## src/rtl/nbcac_pkg.sv

```systemverilog
// Shared NBCAC constants: data/code widths and the encoder weight table.
// Codewords are Fibonacci (Zeckendorf) representations of the data word:
// bit d[k] carries weight NBCAC_WEIGHT[k], and no two adjacent bits are set.
// This keeps the representation unique, and it bounds coupling between adjacent wires.
package nbcac_pkg;

  localparam int NBCAC_DATA_W = 16;
  localparam int NBCAC_CODE_W = 23;

  // Weight of codeword bit k (k = 1..23): 1, 2, 3, 5, 8, ... 46368.
  localparam logic [NBCAC_DATA_W-1:0] NBCAC_WEIGHT [1:NBCAC_CODE_W] = '{
    16'd1,     16'd2,     16'd3,     16'd5,     16'd8,     16'd13,
    16'd21,    16'd34,    16'd55,    16'd89,    16'd144,   16'd233,
    16'd377,   16'd610,   16'd987,   16'd1597,  16'd2584,  16'd4181,
    16'd6765,  16'd10946, 16'd17711, 16'd28657, 16'd46368
  };

endpackage

```

## src/rtl/nbcac_16di_encoder_core.sv

```systemverilog
// Combinational NBCAC mapping from a 16-bit word to a 23-bit codeword.
// A greedy pass from the heaviest weight down yields the Zeckendorf form.
// That form is the only adjacent-ones-free codeword that decodes back to v.
module nbcac_16di_encoder_core
  import nbcac_pkg::*;
(
  input  logic [NBCAC_DATA_W-1:0] v,
  output logic [NBCAC_CODE_W:1]   d
);

  logic [NBCAC_DATA_W-1:0] rem;

  // Greedy subtraction of Fibonacci weights, most significant first.
  always_comb begin
    d   = '0;
    rem = v;
    for (int k = NBCAC_CODE_W; k >= 1; k--) begin
      if (rem >= NBCAC_WEIGHT[k]) begin
        d[k] = 1'b1;
        rem  = rem - NBCAC_WEIGHT[k];
      end
    end
  end

endmodule

```

## src/rtl/nbcac_encoder_23.sv

```systemverilog
// NBCAC 16-bit to 23-bit bus encoder with a two-stage valid/ready pipeline.
// S1 registers din.  S2 registers the encoded word onto codeout.
// codeout holds its last value while idle, so the bus does not toggle.
// Optional macro NBCAC_ENC_CNT_EN enables the enc_count hand-off counter.
// When the macro is undefined, enc_count is tied to zero.
module nbcac_encoder_23
  import nbcac_pkg::*;
#(
  parameter int CNT_W = 16
) (
  input  logic                    clock,
  input  logic                    rst_n,
  input  logic [NBCAC_DATA_W-1:0] din,
  input  logic                    din_valid,
  output logic                    din_ready,
  output logic [NBCAC_CODE_W:1]   codeout,
  output logic                    code_valid,
  input  logic                    code_ready,
  output logic [CNT_W-1:0]        enc_count
);

  logic [NBCAC_DATA_W-1:0] din_p1;
  logic                    vld_p1;
  logic [NBCAC_CODE_W:1]   code_nxt_p1;
  logic [NBCAC_CODE_W:1]   code_p2;
  logic                    vld_p2;
  logic                    s2_adv;
  logic                    accept;

  assign s2_adv     = !vld_p2 || code_ready;
  assign din_ready  = !vld_p1 || s2_adv;
  assign accept     = din_valid && din_ready;
  assign codeout    = code_p2;
  assign code_valid = vld_p2;

  // ---- stage S1: capture the input word ----
  // S1 is filled on acceptance; otherwise it drains when S2 takes its word.
  always_ff @(posedge clock or negedge rst_n) begin
    if (!rst_n) begin
      din_p1 <= '0;
      vld_p1 <= 1'b0;
    end else if (accept) begin
      din_p1 <= din;
      vld_p1 <= 1'b1;
    end else if (s2_adv) begin
      vld_p1 <= 1'b0;
    end
  end

  nbcac_16di_encoder_core u_core (
    .v (din_p1),
    .d (code_nxt_p1)
  );

  // ---- stage S2: registered codeword on the bus ----
  // codeout only loads real words, so it holds the last codeword while idle.
  always_ff @(posedge clock or negedge rst_n) begin
    if (!rst_n) begin
      code_p2 <= '0;
      vld_p2  <= 1'b0;
    end else if (s2_adv) begin
      vld_p2 <= vld_p1;
      if (vld_p1) begin
        code_p2 <= code_nxt_p1;
      end
    end
  end

`ifdef NBCAC_ENC_CNT_EN
  logic [CNT_W-1:0] cnt_q;

  // Count completed hand-offs; wraps naturally at 2^CNT_W.
  always_ff @(posedge clock or negedge rst_n) begin
    if (!rst_n) begin
      cnt_q <= '0;
    end else if (vld_p2 && code_ready) begin
      cnt_q <= cnt_q + 1'b1;
    end
  end

  assign enc_count = cnt_q;
`else
  assign enc_count = '0;
`endif

endmodule

```

## config.mk

```make
export PLATFORM = sky130hd
export DESIGN_NAME = nbcac_encoder_23
export DESIGN_NICKNAME = d
export VERILOG_FILES = /design/src/rtl/nbcac_pkg.sv /design/src/rtl/nbcac_16di_encoder_core.sv /design/src/rtl/nbcac_encoder_23.sv
export SDC_FILE = /design/constraint.sdc
export NUM_CORES = 1
export LEC_CHECK = 0
export BUFFER_PORTS_ARGS = -buffer_cell sky130_fd_sc_hd__buf_4
export CORE_MARGIN = 1.5
export CORE_UTILIZATION = 25
export CTS_CLUSTER_DIAMETER = 150
export DETAILED_ROUTE_END_ITERATION = 8
export GPL_ROUTABILITY_DRIVEN = 0
export PLACE_DENSITY = 0.43
export SYNTH_ARGS = -nofsm -noshare
export SYNTH_HDL_FRONTEND = slang
export SYNTH_SLANG_ARGS = --single-unit
```

## constraint.sdc

```tcl
create_clock -name clock -period 36.3 [get_ports clock]
set_clock_uncertainty 0.05 [all_clocks]
set_input_delay 7.26 -clock clock [delete_from_list [all_inputs] [get_ports clock]]
set_output_delay 7.26 -clock clock [all_outputs]
set_load 0.005 [all_outputs]
```

# --- Yosys cells after proc, flatten, opt, wreduce, memory -nomap -nowiden ---
# Index checks and enable logic that the tools add are counted.
classes:
  n_addsub: 22
  magnitude_cmp: 23
  mux: 47
  n_reduce_logical: 7
op_table:
  columns: ["operator", "n"]
  rows:
  - ["2-to-1 mux 16 bit", 22]
  - [">= comparator 16 x 10 -> 1 bit (second input constant)", 2]
  - [">= comparator 16 x 13 -> 1 bit (second input constant)", 2]
  - [">= comparator 16 x 15 -> 1 bit (second input constant)", 2]
  - [">= comparator 16 x 2 -> 1 bit (second input constant)", 2]
  - [">= comparator 16 x 4 -> 1 bit (second input constant)", 2]
  - [">= comparator 16 x 6 -> 1 bit (second input constant)", 2]
  - [">= comparator 16 x 8 -> 1 bit (second input constant)", 2]
  - ["subtractor 16 x 10 -> 16 bit (second input constant)", 2]
  - ["subtractor 16 x 13 -> 16 bit (second input constant)", 2]
  - ["subtractor 16 x 15 -> 16 bit (second input constant)", 2]
  - ["subtractor 16 x 2 -> 16 bit (second input constant)", 2]
  - ["subtractor 16 x 4 -> 16 bit (second input constant)", 2]
  - ["subtractor 16 x 6 -> 16 bit (second input constant)", 2]
  - ["subtractor 16 x 8 -> 16 bit (second input constant)", 2]
  - ["2-to-1 mux 1 bit", 25]
  - [">= comparator 16 x 1 -> 1 bit (second input constant)", 1]
  - [">= comparator 16 x 11 -> 1 bit (second input constant)", 1]
  - [">= comparator 16 x 12 -> 1 bit (second input constant)", 1]
  - [">= comparator 16 x 14 -> 1 bit (second input constant)", 1]
  - [">= comparator 16 bit (second input constant)", 1]
  - [">= comparator 16 x 3 -> 1 bit (second input constant)", 1]
  - [">= comparator 16 x 5 -> 1 bit (second input constant)", 1]
  - [">= comparator 16 x 7 -> 1 bit (second input constant)", 1]
  - ["14 further kinds", 16]
totals:
  regBits: 41
  output_inout_bits: 41
  wordCells: 103

# --- Depth between registers and ports, before layout ---
depth:
  depth_word: 46
  depth_mapped: 138

# --- Cells and area by module ---
# A second synthesis with hierarchy kept.
hier_totals:
  hier_cells: 2228
  hier_area_um2: 16314.4
by_module_without_submodules:
  columns: ["module", "n_inst", "cells_per_inst", "area_each_um2", "seq_area_each_um2"]
  rows:
  - ["nbcac_16di_encoder_core", 1, 2122, 14512.7, 0.0]
  - ["nbcac_encoder_23", 1, 106, 1801.7, 1026.0]

# --- Worst setup path before layout ---
# No wires, ideal clock.
synth_path:
  path_kind: "reg2reg"
  startpoint: "reg din_p1[5]"
  endpoint: "reg code_p2, in the netlist codeout[1]"
  setup_ns: 0.141
  arrival_ns: 27.849
  setup_slack_ns: 8.260
  path_stages_with_launch: 128
  path_buffers: 17
  synth_period_minus_slack_ns: 28.040
  path_cell_list: "dfrtp_1 buf_4 inv_1 ha_1 nand2b_1 a21o_1 or4_1 clkbuf_1 a2111o_1 or3_1 buf_4 nand2_1 a21oi_1 ha_1 nand2_1 nor3_1 a21boi_2 o31ai_2 [92 not listed] xnor2_1 ha_1 nand3_1 or4_1 buf_2 xnor2_2 a2111o_2 nor3_2 buf_2 mux2i_1 ha_1 nor2b_1 o21ai_1 a2111oi_4 mux2_4 nor4b_1 a31o_1 a31oi_1"
synth_via:
  elab_chain_cells: 46
  word_cells_on_any_way: 68
synth_rtl:
  columns: ["item", "line", "rtl"]
  rows:
  - ["start, declared", "nbcac_encoder_23.sv:22", "logic [NBCAC_DATA_W-1:0] din_p1;"]
  - ["start signal, assigned", "nbcac_encoder_23.sv:43", "din_p1 <= din;"]
  - ["subtractor 16 bit or >= comparator 16 bit (tied branches)", "nbcac_16di_encoder_core.sv:20, nbcac_16di_encoder_core.sv:18", null]
  - ["2-to-1 mux 16 bit (*)", "nbcac_16di_encoder_core.sv:18", "if (rem >= NBCAC_WEIGHT[k]) begin"]
  - ["subtractor 16 x 15 -> 16 bit or >= comparator 16 x 15 -> 1 bit (tied branches)", "nbcac_16di_encoder_core.sv:20, nbcac_16di_encoder_core.sv:18", null]
  - ["2-to-1 mux 16 bit (*)", "nbcac_16di_encoder_core.sv:18", null]
  - ["subtractor 16 x 15 -> 16 bit or >= comparator 16 x 15 -> 1 bit (tied branches)", "nbcac_16di_encoder_core.sv:20, nbcac_16di_encoder_core.sv:18", null]
  - ["2-to-1 mux 16 bit (*)", "nbcac_16di_encoder_core.sv:18", null]
  - ["subtractor 16 x 14 -> 16 bit or >= comparator 16 x 14 -> 1 bit (tied branches)", "nbcac_16di_encoder_core.sv:20, nbcac_16di_encoder_core.sv:18", null]
  - ["2-to-1 mux 16 bit (*)", "nbcac_16di_encoder_core.sv:18", null]
  - ["[30 not listed]", null, null]
  - ["subtractor 16 x 3 -> 16 bit or >= comparator 16 x 3 -> 1 bit (tied branches)", "nbcac_16di_encoder_core.sv:20, nbcac_16di_encoder_core.sv:18", null]
  - ["2-to-1 mux 16 bit (*)", "nbcac_16di_encoder_core.sv:18", null]
  - ["subtractor 16 x 2 -> 16 bit or >= comparator 16 x 2 -> 1 bit (tied branches)", "nbcac_16di_encoder_core.sv:20, nbcac_16di_encoder_core.sv:18", null]
  - ["2-to-1 mux 16 bit (*)", "nbcac_16di_encoder_core.sv:18", null]
  - ["subtractor 16 x 2 -> 16 bit or >= comparator 16 x 2 -> 1 bit (tied branches)", "nbcac_16di_encoder_core.sv:20, nbcac_16di_encoder_core.sv:18", null]
  - ["2-to-1 mux 16 bit (*)", "nbcac_16di_encoder_core.sv:18", null]
  - [">= comparator 16 x 1 -> 1 bit (*)", "nbcac_16di_encoder_core.sv:18", null]
  - ["2-to-1 mux 1 bit (*)", "nbcac_16di_encoder_core.sv:18", null]
  - ["end signal, assigned", "nbcac_encoder_23.sv:64", "code_p2 <= code_nxt_p1;"]
  - ["end, declared", "nbcac_encoder_23.sv:25", "logic [NBCAC_CODE_W:1] code_p2;"]
# Mark *: on every way between the ends. The rest lies on a longest branch, timed or not.
# A chain may end at the register's enable or synchronous reset.

# --- Final worst setup path ---
# Same ends and word-level chain as after synthesis.

==> metrics.txt <==
Ys Warns=0; commonest cells after routing, fill and taps aside=nand2_1 (201), nor2_1 (180), a21oi_1 (135), xnor2_1 (105), nand3_1 (102); Reg2Reg Setup Slack=2750 ps; Starting Density=0.2538; drt pass-1 iters=5; Die X=253.5 um; Port Buffers=44; IO Pins=61; gr ovfl total=0; register area=1026 um2; fraction of layout cells with a size suffix above 1=0.1129; Placed Area=16720 um2; hold crit path type=flip-flop to flip-flop; Cell variety after synth=132; Worst path slowest cell=or4_1; WS Path Type=flip-flop to flip-flop; die area=64280 um2; worst r2r src=din_p1[5]$_DFFE_PN0P_; final hold slack=429.9 ps; GR Util met1=0.2539; largest net degree at the start of global routing=42; hold endpoint=codeout[3]$_DFFE_PN0P_; Top delay family on crit path=compound AO/OA/AOI/OAI gates; area of the mapped netlist=15690 um2; core area=61830 um2; hpwl dp=48.13 mm; status=complete, no violations; Fin. Hold Viols=0; CTS sink count=41; Slew Limit Fails=0; Tcrit/Tclk final=0.9244; Slew @ Worst Pin=1171 ps; Synth Flop Type=dfrtp_1; CP max stage delay=650 ps; depth of the worst hold-timing path=2; # fillers=6798; Critical Path Source Type=flip-flop; number of flops mapped to enable cells by yosys=0; Reg2Reg Depth=116; critical path's most frequent cell=ha_1; post-route ant nets=0; post-route minimum period=33550 ps; HP Start=codeout[3]$_DFFE_PN0P_; Skew-Pair Late Insertion Delay=340 ps; commonest non-fill, non-tap cell in the layout=nand2_1; Worst R2R End=codeout[1]$_DFFE_PN0P_; crit-path max FO=14; Buf+Inv Stages, Crit Path=9; WL/cell=19.84 um; # hold bufs at CTS=0; first-pass GRT wire length=93.78 mm; Finished Cell Area=16930 um2; met3 usage=0.01516; Starting DRT DRC Count=1598; CTS tree=built; TritonCTS buffer count=5; vias=17960; CTS clk-pin slew, worst paths=70 ps; worst path required time=36450 ps; post-DR vias/cell=5.920; max_slew headroom=0.2118; vias in the first global route=16500; drc violations=0; Placement Rows=91; met2 GRT Util=0.2960; capturing element type of the critical path=flip-flop; Root Driver=clkbuf_16; H-tree depth=2; max-cap violation count=0; multi-input gate area in the final layout=14020 um2; register area share after synthesis=0.06539; Synth Area per Inst=7.091 um2; antenna violations before repair=1; cell count after synthesis=2213; Core Util, Final=0.2738; Fin Setup TNS=0 ps; final setup violation count=0; Area growth syn-to-layout=7.886%; Die Height=253.5 um; upper clock frequency limit=29.80 MHz; total wire length after detailed routing=60.19 mm; Nets=2245; Seq cells post-synth=41; Worst Path Arrival=33700 ps; clock buffer depth=2; RSZ-0062 raised after global routing=false; asr flop ratio synth=1.000; overall routing resource usage=0.1798; most used routing layer=met2
-- final cells by class --
| class | count | area share |
|---|---|---|
| Antenna cell | 1 | 0.0001478 |
| Tap cell | 837 | 0.06186 |
| Sequential cell | 41 | 0.06061 |
| Inverter | 57 | 0.01264 |
| Timing Repair Buffer | 63 | 0.02794 |
| Clock buffer | 5 | 0.007391 |
| Multi-Input combinational cell | 2027 | 0.8284 |
| Clock inverter | 3 | 0.001035 |
-- worst max-delay path by stage --
stage / startpoint / to / slack (ps) / cells after the start
2_1_floorplan: din_p1[5]$_DFFE_PN0P_ / codeout[1]$_DFFE_PN0P_ / 8260 / 127
3_3_place_gp: din_p1[5]$_DFFE_PN0P_ / codeout[1]$_DFFE_PN0P_ / 3440 / 111
3_5_place_dp: din_p1[5]$_DFFE_PN0P_ / codeout[1]$_DFFE_PN0P_ / 2120 / 113
4_1_cts: din_p1[5]$_DFFE_PN0P_ / codeout[1]$_DFFE_PN0P_ / 1990 / 113
5_1_grt: din_p1[5]$_DFFE_PN0P_ / codeout[1]$_DFFE_PN0P_ / 80 / 118
6_report: din_p1[5]$_DFFE_PN0P_ / codeout[1]$_DFFE_PN0P_ / 2750 / 116
-- layer usage --
layer	vias to the layer above	share of wire	wire (um)
li1	8628	-	-
met1	8695	0.47	28560
met2	582	0.46	27690
met3	56	0.048	2909
met5	-	0	0
met4	0	0.017	1030
-- repair_timing --
action                     4_1_cts  5_1_grt
resized for setup                0        7
setup endpoints to repair        0        3
buffers inserted                 0        4
-- sequential cells by signal (all words and copies together), names as in the netlist --
name and flops:
din_p1 16, vld_p1 1, codeout 23, code_valid 1
-- through the flow --
stage	setup WS, ps	instances
final	2746	3034
after global routing	84.73	3033
after CTS	1990	3029
after detailed placement	2123	3021
after global placement	3436	3021
after floorplan	8260	2228
-- cell families after synthesis --
| family | count (synthesis) | synth area share |
|---|---|---|
| compound gates | 840 | 0.4208 |
| xor+xnor | 156 | 0.09337 |
| fa+ha+maj | 31 | 0.02456 |
| buf+inv | 160 | 0.04736 |
| flops | 41 | 0.06539 |
| mux | 62 | 0.04298 |
| other cells | 1 | 0.0002390 |
| simple gates | 922 | 0.3053 |
-- worst register-to-register path, delay by kind of cell, from the launching register on --
family,cells,cell delay (ps)
mux,6,1860
buf+inv,9,1500
simple gates,34,9950
compound gates,45,13070
xor+xnor,9,2580
fa+ha+maj,13,3850
flops,1,560
-- Yosys cell counts (11+ instances only) --
master | count | area [um2]
and3_1 | 41 | 256.5
nor4_1 | 34 | 212.7
a211oi_1 | 28 | 210.2
nand3_1 | 102 | 510.5
nor2b_1 | 16 | 100.1
o21ai_1 | 36 | 180.2
o21ai_0 | 91 | 455.4
ha_1 | 30 | 375.4
mux2_2 | 26 | 292.8
a31o_1 | 11 | 96.34
nand4_1 | 24 | 150.1
and2_1 | 51 | 319.1
nor3b_1 | 11 | 82.58
nor2_1 | 181 | 679.4
a21oi_1 | 135 | 675.7
o211a_1 | 23 | 230.2
or3_1 | 36 | 225.2
xnor2_1 | 105 | 919.6
xor2_1 | 42 | 367.9
o221ai_1 | 18 | 157.7
mux2i_1 | 28 | 280.3
o2111ai_1 | 19 | 166.4
a211o_1 | 19 | 166.4
inv_1 | 57 | 214.0
or2_2 | 19 | 118.9
buf_2 | 35 | 175.2
o211ai_1 | 47 | 352.8
nand2_1 | 202 | 758.2
or4_1 | 14 | 105.1
a31oi_1 | 50 | 312.8
nor3_1 | 84 | 420.4
nand2b_1 | 32 | 200.2
o31a_1 | 16 | 140.1
clkbuf_1 | 39 | 146.4
dfrtp_1 | 41 | 1026
buf_4 | 22 | 165.2
o31ai_1 | 27 | 202.7
o21a_1 | 27 | 202.7
a21o_1 | 33 | 247.7
Power is left out: the tool's default activity adds up to more than one toggle a clock period on the data nets, which glitch-free logic cannot reach.
